[config.mk]
export PLATFORM = sky130hd
export DESIGN_NAME = fpwm_spi_master
export DESIGN_NICKNAME = d
export VERILOG_FILES = /design/src/rtl/fpwm_pkg.sv /design/src/rtl/fpwm_spi_tick.sv /design/src/rtl/fpwm_spi_master.sv
export SDC_FILE = /design/constraint.sdc
export NUM_CORES = 1
export LEC_CHECK = 0
export BUFFER_PORTS_ARGS = -buffer_cell sky130_fd_sc_hd__buf_2
export CORE_MARGIN = 2
export CORE_UTILIZATION = 62
export CTS_BUF_LIST = sky130_fd_sc_hd__clkbuf_8
export DETAILED_ROUTE_END_ITERATION = 10
export PLACE_DENSITY = 0.87
export SLEW_MARGIN = 0
export SYNTH_ARGS = -nofsm -noshare
export SYNTH_HDL_FRONTEND = slang
export SYNTH_HIERARCHICAL = 1
export SYNTH_SLANG_ARGS = --single-unit
[constraint.sdc]
create_clock -name i_Clk -period 8.3 [get_ports i_Clk]
set_input_delay 0.83 -clock i_Clk [delete_from_list [all_inputs] [get_ports i_Clk]]
set_output_delay 0.83 -clock i_Clk [all_outputs]
set_load 0.01 [all_outputs]
[src/rtl/fpwm_pkg.sv]
// Shared definitions for the fpwm SPI configuration path: transfer state
// encoding and frame word layout.
package fpwm_pkg;

    typedef enum logic [2:0] {
        IDLE,
        SYNC,
        SETUP,
        SHIFT,
        HOLD,
        DONE
    } state_t;

    localparam int FRAME_WORDS = 5;

    // Word slots in transmit order; slot 0 goes out first on the wire.
    localparam int IDX_POS0 = 0;
    localparam int IDX_POS1 = 1;
    localparam int IDX_NEG0 = 2;
    localparam int IDX_NEG1 = 3;
    localparam int IDX_CTRL = 4;

endpackage

[src/rtl/fpwm_spi_tick.sv]
// Half-period tick generator: pulses once every CLK_DIV cycles while running,
// held at zero while clear is asserted so the first phase is a full D cycles.
module fpwm_spi_tick #(
    parameter int CLK_DIV = 4
) (
    input  logic clk,
    input  logic rst_n,
    input  logic clear,
    output logic tick
);

    localparam int CW = $clog2(CLK_DIV + 1);
    localparam logic [CW-1:0] LAST = CW'(CLK_DIV - 1);

    logic [CW-1:0] cnt;

    assign tick = !clear && (cnt == LAST);

    always_ff @(posedge clk or negedge rst_n) begin
        if (!rst_n) begin
            cnt <= '0;
        end else if (clear || cnt == LAST) begin
            cnt <= '0;
        end else begin
            cnt <= cnt + 1'b1;
        end
    end

endmodule

[src/rtl/fpwm_spi_master.sv]
// SPI master that sends one five-word PWM configuration frame to the fpwm
// slave, preceded by an SS-high SCK pulse that resets the slave bit counter.
module fpwm_spi_master
    import fpwm_pkg::*;
#(
    parameter int PWM_WIDTH = 8,
    parameter int SPI_WIDTH = 8,
    parameter int CLK_DIV   = 4
) (
    input  logic                 i_Clk,
    input  logic                 i_Resetn,
    input  logic                 i_Start,
    input  logic [PWM_WIDTH-1:0] i_PosCmp0,
    input  logic [PWM_WIDTH-1:0] i_PosCmp1,
    input  logic [PWM_WIDTH-1:0] i_NegCmp0,
    input  logic [PWM_WIDTH-1:0] i_NegCmp1,
    input  logic [PWM_WIDTH-1:0] i_Control,
    output logic                 o_Busy,
    output logic                 o_Done,
    output logic                 o_SCK,
    output logic                 o_MOSI,
    output logic                 o_SS
);

    localparam int N  = FRAME_WORDS * SPI_WIDTH;
    localparam int BW = $clog2(N + 1);
    localparam logic [BW-1:0] LAST_BIT = BW'(N - 1);

    state_t                       state;
    logic   [N-1:0]               shreg;
    logic   [N-1:0]               frame_load;
    logic   [SPI_WIDTH-1:0]       words [FRAME_WORDS];
    logic   [BW-1:0]              bit_cnt;
    logic                         tick;

    function automatic logic [SPI_WIDTH-1:0] zext(input logic [PWM_WIDTH-1:0] w);
        return SPI_WIDTH'(w);
    endfunction

    always_comb begin
        words[IDX_POS0] = zext(i_PosCmp0);
        words[IDX_POS1] = zext(i_PosCmp1);
        words[IDX_NEG0] = zext(i_NegCmp0);
        words[IDX_NEG1] = zext(i_NegCmp1);
        words[IDX_CTRL] = zext(i_Control);
        frame_load = '0;
        for (int i = 0; i < FRAME_WORDS; i++) begin
            frame_load[N-1-i*SPI_WIDTH -: SPI_WIDTH] = words[i];
        end
    end

    fpwm_spi_tick #(
        .CLK_DIV(CLK_DIV)
    ) u_tick (
        .clk  (i_Clk),
        .rst_n(i_Resetn),
        .clear(state == IDLE),
        .tick (tick)
    );

    // Frame data is never reset; it is always reloaded before it is shifted.
    always_ff @(posedge i_Clk) begin
        if (state == IDLE && i_Start) begin
            shreg <= frame_load;
        end else if (state == SHIFT && tick && !o_SCK) begin
            shreg <= {shreg[N-2:0], 1'b0};
        end
    end

    always_ff @(posedge i_Clk or negedge i_Resetn) begin
        if (!i_Resetn) begin
            state   <= IDLE;
            bit_cnt <= '0;
            o_SCK   <= 1'b0;
            o_MOSI  <= 1'b0;
            o_SS    <= 1'b1;
            o_Busy  <= 1'b0;
            o_Done  <= 1'b0;
        end else begin
            o_Done <= 1'b0;
            case (state)
                IDLE: begin
                    if (i_Start) begin
                        bit_cnt <= '0;
                        o_SCK   <= 1'b1;
                        o_Busy  <= 1'b1;
                        state   <= SYNC;
                    end
                end
                SYNC: begin
                    if (tick) begin
                        if (o_SCK) begin
                            o_SCK <= 1'b0;
                        end else begin
                            o_SS   <= 1'b0;
                            o_MOSI <= shreg[N-1];
                            state  <= SETUP;
                        end
                    end
                end
                SETUP: begin
                    if (tick) begin
                        o_SCK <= 1'b1;
                        state <= SHIFT;
                    end
                end
                SHIFT: begin
                    // The first bit is already on MOSI; later bits advance with SCK rising.
                    if (tick) begin
                        if (o_SCK) begin
                            o_SCK   <= 1'b0;
                            bit_cnt <= bit_cnt + 1'b1;
                            if (bit_cnt == LAST_BIT) begin
                                state <= HOLD;
                            end
                        end else begin
                            o_SCK  <= 1'b1;
                            o_MOSI <= shreg[N-2];
                        end
                    end
                end
                HOLD: begin
                    if (tick) begin
                        o_SS   <= 1'b1;
                        o_MOSI <= 1'b0;
                        o_Done <= 1'b1;
                        o_Busy <= 1'b0;
                        state  <= IDLE;
                    end
                end
                default: state <= IDLE;
            endcase
        end
    end

endmodule
Yosys cells after proc, flatten, opt, wreduce, memory -nomap -nowiden
Cells that the tools add are included.
{"block": "totals", "regBits": 57, "in_bits": 43, "out_inout_bits": 5, "elab_cells": 79}
{"block": "op_classes", "add_sub_neg": 2, "n_eq_ne": 15, "mux": 33, "n_reduce_logical": 20}
{"cell": "$mux W40", "n": 2}
{"cell": "$mux W3", "n": 9}
{"cell": "$mux W6", "n": 3}
{"cell": "$ne A2 B2 Y1 const B", "n": 8}
{"cell": "$pmux W3 S5", "n": 1}
{"cell": "$mux W1", "n": 13}
{"cell": "$pmux W6 S2", "n": 1}
{"cell": "$eq A3 B2 Y1 const B", "n": 3}
{"cell": "$reduce_and A4 Y1", "n": 2}
{"cell": "$reduce_and A8 Y1", "n": 1}
{"cell": "$reduce_bool A2 Y1", "n": 4}
{"cell": "$add A6 B1 Y6 const B", "n": 1}
{"cell": "$eq A6 B6 Y1 const B", "n": 1}
{"cell": "$reduce_and A6 Y1", "n": 1}
{"cell": "$reduce_and A5 Y1", "n": 1}
{"cell": "$logic_and A1 B1 Y1", "n": 4}
{"cell": "$pmux W1 S2", "n": 2}
{"cell": "$pmux W1 S4", "n": 1}
{"cell": "$reduce_bool A4 Y1", "n": 1}
{"cell": "$add A3 B1 Y3 const B", "n": 1}
{"cell": "$eq A3 B1 Y1 const B", "n": 1}
{"cell": "$eq A3 B3 Y1 const B", "n": 1}
{"cell": "$logic_not A3 Y1", "n": 1}
{"cell": "$pmux W1 S3", "n": 1}
{"cell": "other kinds (5)", "n": 6}

Logic depth before layout (Yosys ltp)
Gate-level depths: netlist of the first run.
{"block": "logic_depth", "ltp_word": 7, "depth_mapped": 8}

By module
The synthesis of the first run kept the hierarchy.
{"module": "fpwm_spi_master", "instances": 1, "cells_per_inst": 254, "area_per_inst_um2": 2552.4, "seq_area_each_um2": 1552.7}
{"module": "fpwm_spi_tick", "instances": 1, "cells_per_inst": 10, "area_per_inst_um2": 132.6, "seq_area_each_um2": 75.1}

Worst setup path after synthesis of the first run
No wires, ideal clock.
{"block": "synth_path", "path_kind": "reg-to-reg", "startpoint": "reg state[1]", "endpoint": "reg shreg[0] (enable)", "arrival_ns": 3.534, "slack_ns": 4.315, "stages_incl_launch_ff": 8, "path_cell_list": "dfrtp_1 -> clkbuf_1 -> nor3_1 -> nor2b_1 -> clkbuf_1 -> nor2b_1 -> nand3_1 -> a21oi_1"}
{"block": "synth_via", "elab_chain_cells": 6, "elab_cells_between_ends": 8, "cone_classes": "eq/ne (1); reduce/logical (7)"}
{"item": "start: declaration", "line": "fpwm_spi_master.sv:29", "text": "state_t state;"}
{"item": "start signal: assignment", "line": "fpwm_spi_master.sv:72", "text": "state <= IDLE;"}
{"item": "start signal: assignment", "line": "fpwm_spi_master.sv:87", "text": "state <= SYNC;"}
{"item": "start signal: assignment", "line": "fpwm_spi_master.sv:97", "text": "state <= SETUP;"}
{"item": "$logic_not A3 Y1", "line": "fpwm_spi_master.sv:57", "text": ".clear(state == IDLE),"}
{"item": "$logic_not A1 Y1", "line": "fpwm_spi_tick.sv:17", "text": "assign tick = !clear && (cnt == LAST);"}
{"item": "$logic_and A1 B1 Y1", "line": "fpwm_spi_tick.sv:17"}
{"item": "named net tick", "line": "fpwm_spi_master.sv:34", "text": "logic tick;"}
{"item": "$logic_and A1 B1 Y1 (2 in series)", "line": "fpwm_spi_master.sv:65", "text": "end else if (state == SHIFT && tick && !o_SCK) begin"}
{"item": "$reduce_bool A2 Y1 (no source line)"}
{"item": "end signal: assignment", "line": "fpwm_spi_master.sv:64", "text": "shreg <= frame_load;"}
{"item": "end signal: assignment", "line": "fpwm_spi_master.sv:66", "text": "shreg <= {shreg[N-2:0], 1'b0};"}
{"item": "end: declaration", "line": "fpwm_spi_master.sv:30", "text": "logic [N-1:0] shreg;"}
The timed path passes the listed nets, and every way through them passes these cells.
A chain may end at the register's enable or synchronous reset.

Worst setup path in the final report of the first run
{"block": "layout_path", "startpoint": "reg state[2]", "endpoint": "reg shreg[3] (enable)"}
Same word-level chain as after synthesis.

==> results.cfg, run 1 <==
[critical_path]
path_buf_inv = 1
r2r_slack_ps = 5440
worstSetupStartpointType = flip-flop
cp_cell_sequence = nor3_1 > nor2b_1 > nor2b_1 > nand3_1 > a21oi_4 > buf_4
cp.required_ps = 8260
rr_worst_depth = 6
worstSetupPathType = flip-flop to flip-flop
critPathTopFamily = simple AND/OR/NAND/NOR gates
timing.rr.start = state[2]$_DFFE_PN0P_
max_stage_delay_ps = 680
critPathMaxFanout = 40
worstPathArrival_ps = 2820
r2r-end = shreg[3]$_DFFE_PP_
critPathSlowestCell = dfrtp_1
cp_common_cell = nor2b_1
worstSetupEndpointType = flip-flop

[power]
vdd_drop_max_mv = 0.2685
power_mw = 0.9483
powerDensity_nw_per_um2 = 299.1
static-leakage-power_nw = 1.415

[final_layout]
area_growth_pct = 18.08
fin_nets = 356
regArea_um2 = 1628
drive_gt1_share_pct = 23.81
multi_input_area_um2 = 950.9
antenna_cells = 0
fillerInstances = 270

[grt]
antenna_found_initial = 0
top_usage_layer = met2
grt_util_met2_pct = 35.66
grt_pass1_wl_mm = 8.459
grtUsageMet3_pct = 5.233
use_met1_pct = 29.21
grt_use_total_pct = 22.59
grt_pass1_vias = 1916
grt_max_degree = 47
grt-ovfl-total = 0

[sta]
finalSetupTns_ps = 0
setup_viol = 0
hold-worst-slack_ps = 414.0
hold_viol = 0
period_needed_ps = 2859
post-route-period-util_pct = 34.44
drv_slew = 0
rsz0062_at_grt = no
slew_headroom_pct = 61.68
worstMarginPinSlew_ps = 573.6
fmax_ghz = 0.3498
finClkSkew_ps = 13.09

[die]
core_um2 = 4086
chipHeight_um = 69.81
rows = 23
ios = 48
initial_core_util_pct = 65.71
chipWidth_um = 69.81
die_area_um2 = 4873

[drt]
wl_per_cell_um = 13.78
drt_iter0_drc = 223
dr.pass1.iters = 4
drc_errors = 0
vias = 1991
vias_per_cell = 5.455
wirelength_mm = 5.029
ant_nets = 0

[logic_synthesis]
ys.flop_type = edfxtp_1
ys_ff_latch = 57
synth_area_leaders = edfxtp_1 45%, nand2_1 18%, dfrtp_1 15%, buf_6 2.5%, ha_1 1.4%
syn_nets = 310
synth_top_cell_by_area = edfxtp_1
synth_area_per_cell_um2 = 10.17
synth_area_um2 = 2685
async_flop_share_pct = 29.82
synth_cell_types = 38
synth_warnings = 6
ys_seq_area_share_pct = 60.62
synth_top_area_share_pct = 44.73
synth_edf_count = 40
synth_cells = 264

[run]
cap_violations = 0

[placement]
dpl.hpwl_mm = 3.117
portBuffers = 47
place.gp.congestion = 0.8409

[clocking]
numCtsBuffers = 9
post-cts-setup-buffers = 0
cts_tree = built
cts_resized = 0
clock-sinks = 57
clk_latency_ps = 330
hold_buffers = 0
cts-root-buf = clkbuf_8
cts.path.max_buffers = 2
h-tree-depth = 3
cts.clk_slew.worst_paths_ps = 70

[status]
status = complete, no violations

[min_path]
hp-class = input pin to asynchronous set/reset pin
-- power by group --
group          switching (mW)  leakage, nW  internal [mW]
combinational           0.115        0.719         0.0805
clock                   0.107        0.123          0.215
sequential             0.0477        0.573          0.383
total                   0.270         1.42          0.679
-- layer usage --
layer  vias up  wire (um)
li1        982          -
met1       933       2059
met2        68       2590
met3         8        310
met4         0         69
met5         -          0
-- metrics by stage --
step                cell area, um2  setup WS [ps]  instances  util (%)
floorplan                     2685           4315        264         -
CTS                           3171           5455        365     77.59
global route                  3171           5155        365     77.59
detailed placement            2918           5481        349     71.40
finish                        3171           5441        365     77.59
global placement              2918           5610        349     71.40
-- cell usage after synthesis (all sizes together) (2+ instances only) --
cell / number
inv: 5
a211oi: 2
edfxtp: 40
and2: 2
o21ai: 5
nor3b: 3
a21oi: 6
a2111o: 3
nor2b: 3
clkbuf: 4
o31ai: 2
buf: 11
mux2i: 3
nor2: 4
nand3: 3
mux2: 2
nand2b: 3
o2bb2ai: 2
dfrtp: 16
nor3: 4
nand2: 126
ha: 3
-- kinds of logic after synthesis --
logic type,Yosys count,synth area share (%)
and+or+nand+nor,157,25.16
muxes,5,1.957
adders and majority gates,3,1.398
AOI/OAI and AO/OA,22,6.151
buffers and inverters,20,4.706
DFF,57,60.62
-- layout by cell type (no fill, tap or decap), types with 2 or more instances in the layout --
| cell type | Yosys | routed |
|---|---|---|
| a2111o_1 | 3 | 3 |
| a211oi_1 | 2 | 2 |
| a21oi_1 | 5 | 4 |
| and2_1 | 2 | 2 |
| buf_2 | 5 | 47 |
| buf_4 | 0 | 3 |
| bufinv_16 | 0 | 3 |
| clkbuf_8 | 0 | 11 |
| dfrtp_1 | 16 | 16 |
| edfxtp_1 | 40 | 40 |
| ha_1 | 3 | 3 |
| inv_1 | 5 | 5 |
| mux2_2 | 2 | 2 |
| mux2i_1 | 3 | 3 |
| nand2_1 | 126 | 126 |
| nand2b_1 | 3 | 3 |
| nand3_1 | 3 | 3 |
| nor2_1 | 4 | 4 |
| nor2b_1 | 3 | 3 |
| nor3_1 | 4 | 4 |
| nor3b_1 | 2 | 2 |
| o21ai_0 | 3 | 3 |
| o21ai_2 | 2 | 2 |
| o2bb2ai_1 | 2 | 2 |
| o31ai_1 | 2 | 2 |
-- sequential cells by signal, summed over array words and instances (netlist names) --
name,count
o_Busy,1
o_SS,1
o_MOSI,1
state,3
shreg,40
o_SCK,1
o_Done,1
u_tick/cnt,3
bit_cnt,6
-- cell type report --
class	count	area share, %
Clock buffer	11	4.775
Clock inverter	5	3.197
Inverter	5	0.5919
Multi-Input combinational cell	187	29.99
Sequential cell	57	51.34
Tap cell	50	1.973
Timing Repair Buffer	50	8.129
-- worst max-delay path by stage --
stage,to,slack (ps),depth (start not counted),start
2_1_floorplan,shreg[0]$_SDFFCE_PN0P_,4320,7,state[1]$_DFFE_PN0P_
3_3_place_gp,shreg[0]$_SDFFCE_PN0P_,5610,6,state[2]$_DFFE_PN0P_
3_5_place_dp,shreg[12]$_DFFE_PP_,5480,6,state[2]$_DFFE_PN0P_
4_1_cts,shreg[1]$_DFFE_PP_,5450,6,state[2]$_DFFE_PN0P_
5_1_grt,shreg[6]$_DFFE_PP_,5150,6,state[2]$_DFFE_PN0P_
6_report,shreg[3]$_DFFE_PP_,5440,6,state[2]$_DFFE_PN0P_
Note: power is estimated with default switching activity, not from simulation.
==> inputs of run 2 (changes only) <==
--- a/config.mk
+++ b/config.mk
@@ -7,10 +7,10 @@
 export LEC_CHECK = 0
 export BUFFER_PORTS_ARGS = -buffer_cell sky130_fd_sc_hd__buf_2
 export CORE_MARGIN = 2
-export CORE_UTILIZATION = 62
+export CORE_UTILIZATION = 57
 export CTS_BUF_LIST = sky130_fd_sc_hd__clkbuf_8
 export DETAILED_ROUTE_END_ITERATION = 10
-export PLACE_DENSITY = 0.87
+export PLACE_DENSITY = 0.81
 export SLEW_MARGIN = 0
 export SYNTH_ARGS = -nofsm -noshare
 export SYNTH_HDL_FRONTEND = slang
==> constraint.sdc (replaced) <==
create_clock -name i_Clk -period 2.75 [get_ports i_Clk]
set_input_delay 0.275 -clock i_Clk [delete_from_list [all_inputs] [get_ports i_Clk]]
set_output_delay 0.275 -clock i_Clk [all_outputs]
set_load 0.01 [all_outputs]
==> results.cfg, run 2 (synthesis gave the netlist of run 1 again) <==
[sta]
drv_slew = 0
rsz0062_at_grt = no
post-route-period-util_pct = 81.32
period_needed_ps = 2236
hold-worst-slack_ps = 197.5
finClkSkew_ps = 7.873
fmax_ghz = 0.4472
worstMarginPinSlew_ps = 489.6
slew_headroom_pct = 67.06
setup_viol = 0
finalSetupTns_ps = 0
hold_viol = 0

[die]
chipWidth_um = 72.64
chipHeight_um = 72.64
initial_core_util_pct = 60.42
core_um2 = 4444
rows = 24
die_area_um2 = 5276
ios = 48

[drt]
vias_per_cell = 5.446
wirelength_mm = 5.273
ant_nets = 0
drc_errors = 0
dr.pass1.iters = 4
vias = 2026
drt_iter0_drc = 156
wl_per_cell_um = 14.17

[critical_path]
worstSetupEndpoint = shreg[37]$_DFFE_PP_
cp.required_ps = 2770
timing.rr.start = u_tick/cnt[0]$_DFF_PN0_
worstSetupStartpointType = flip-flop
startpoint = u_tick/cnt[0]$_DFF_PN0_
critPathMaxFanout = 40
worstPathArrival_ps = 2260
worstSetupPathType = flip-flop to flip-flop
r2r_slack_ps = 510
rr_worst_depth = 7
r2r-end = shreg[37]$_DFFE_PP_
worstSetupEndpointType = flip-flop

[run]
cap_violations = 0

[clocking]
numCtsBuffers = 9
clock-sinks = 57
cts.clk_slew.worst_paths_ps = 70
cts_resized = 0
cts_tree = built
h-tree-depth = 3
cts.path.max_buffers = 2
cts-root-buf = clkbuf_8
clk_latency_ps = 330

[final_layout]
area_growth_pct = 17.61
fin_nets = 361
drive_gt1_share_pct = 24.69
final_cell_mix = 126 x nand2_1, 47 x buf_2, 40 x edfxtp_1, 16 x dfrtp_1, 9 x clkbuf_8
largest_reg_flops = 40
antenna_cells = 0
reg.largest.list = shreg: 40 flops, bit_cnt: 6 flops
final_common_cell = nand2_1
max_flop_register = shreg

[grt]
grt_pass1_vias = 2010
grt-ovfl-total = 0
grt_max_degree = 43
grt_use_total_pct = 22.14
antenna_found_initial = 0
grtUsageMet3_pct = 4.282
grt_pass1_wl_mm = 8.769
use_met1_pct = 27.97
grt_util_met2_pct = 36.46
top_usage_layer = met2

[placement]
place.gp.congestion = 0.8321
portBuffers = 47
dpl.hpwl_mm = 3.412

[min_path]
hp-class = input pin to flip-flop

[power]
power_mw = 2.688
powerDensity_nw_per_um2 = 851.1
vdd_drop_max_mv = 0.4231
static-leakage-power_nw = 1.415

[status]
status = complete, no violations
==> run 2: cell types whose count changed in the layout (fill, tap and decap cells not counted) <==
cell / change
buf_12: +1
bufinv_16: -2
clkinv_2: +4
buf_4: +3
clkbuf_8: -2
dlygate4sd3_1: +1
==> run 2: final cells by class <==
class	count	area, um2
sequential	57	1628
fill	339	1286
multi-input combinational	187	950.9
timing repair buffer	55	310.3
clock buffer	9	123.9
tap	52	65.06
clock inverter	7	61.31
inverter	5	18.77
==> run 2: worst max-delay path, cell delays in order (launching register included) <==
cell and delay (ps):
dfrtp_1 350, ha_1 180, ha_1 240, nor2b_1 250, nor2b_1 310, nand3_1 170, a21oi_4 170, buf_12 240
==> run 2: worst min-delay path by stage <==
stage,from,endpoint,slack (ps),depth (start not counted)
after global placement,i_Resetn,bit_cnt[1]$_DFFE_PN0P_,220,1
after CTS,i_PosCmp1[2],shreg[26]$_DFFE_PP_,190,3
after global routing,i_PosCmp1[2],shreg[26]$_DFFE_PP_,200,3
after floorplan,i_Resetn,bit_cnt[0]$_DFFE_PN0P_,-20,0
after detailed placement,i_Resetn,bit_cnt[1]$_DFFE_PN0P_,220,1
final,i_PosCmp1[2],shreg[26]$_DFFE_PP_,200,3
==> run 2: timing repair <==
| item | in CTS | in global routing |
|---|---|---|
| setup endpoints to repair | 0 | 0 |
| endpoints found under the hold margin | 16 | 0 |
| hold buffers | 1 | 0 |
| setup buffers | 0 | 0 |
==> run 2: report_power, final <==
part,internal [mW],total [mW],switching (mW)
registers,1.16,1.26,0.101
logic,0.280,0.692,0.412
clock network,0.408,0.738,0.330
==> run 2: stage by stage <==
stage	instance area (um2)	cells	util (%)	worst slack [ps]
floorplan	2698	264	-	31.58
global placement	2963	355	66.67	710.3
detailed placement	2963	355	66.67	567.4
CTS	3158	372	71.06	542.5
global route	3158	372	71.06	400.8
finish	3158	372	71.06	513.7
==> run 2: metal layers <==
layer	vias up	part of all wire, %
met5	-	0
met1	941	43
met3	12	5.9
met4	0	1.6
met2	80	49
li1	993	-
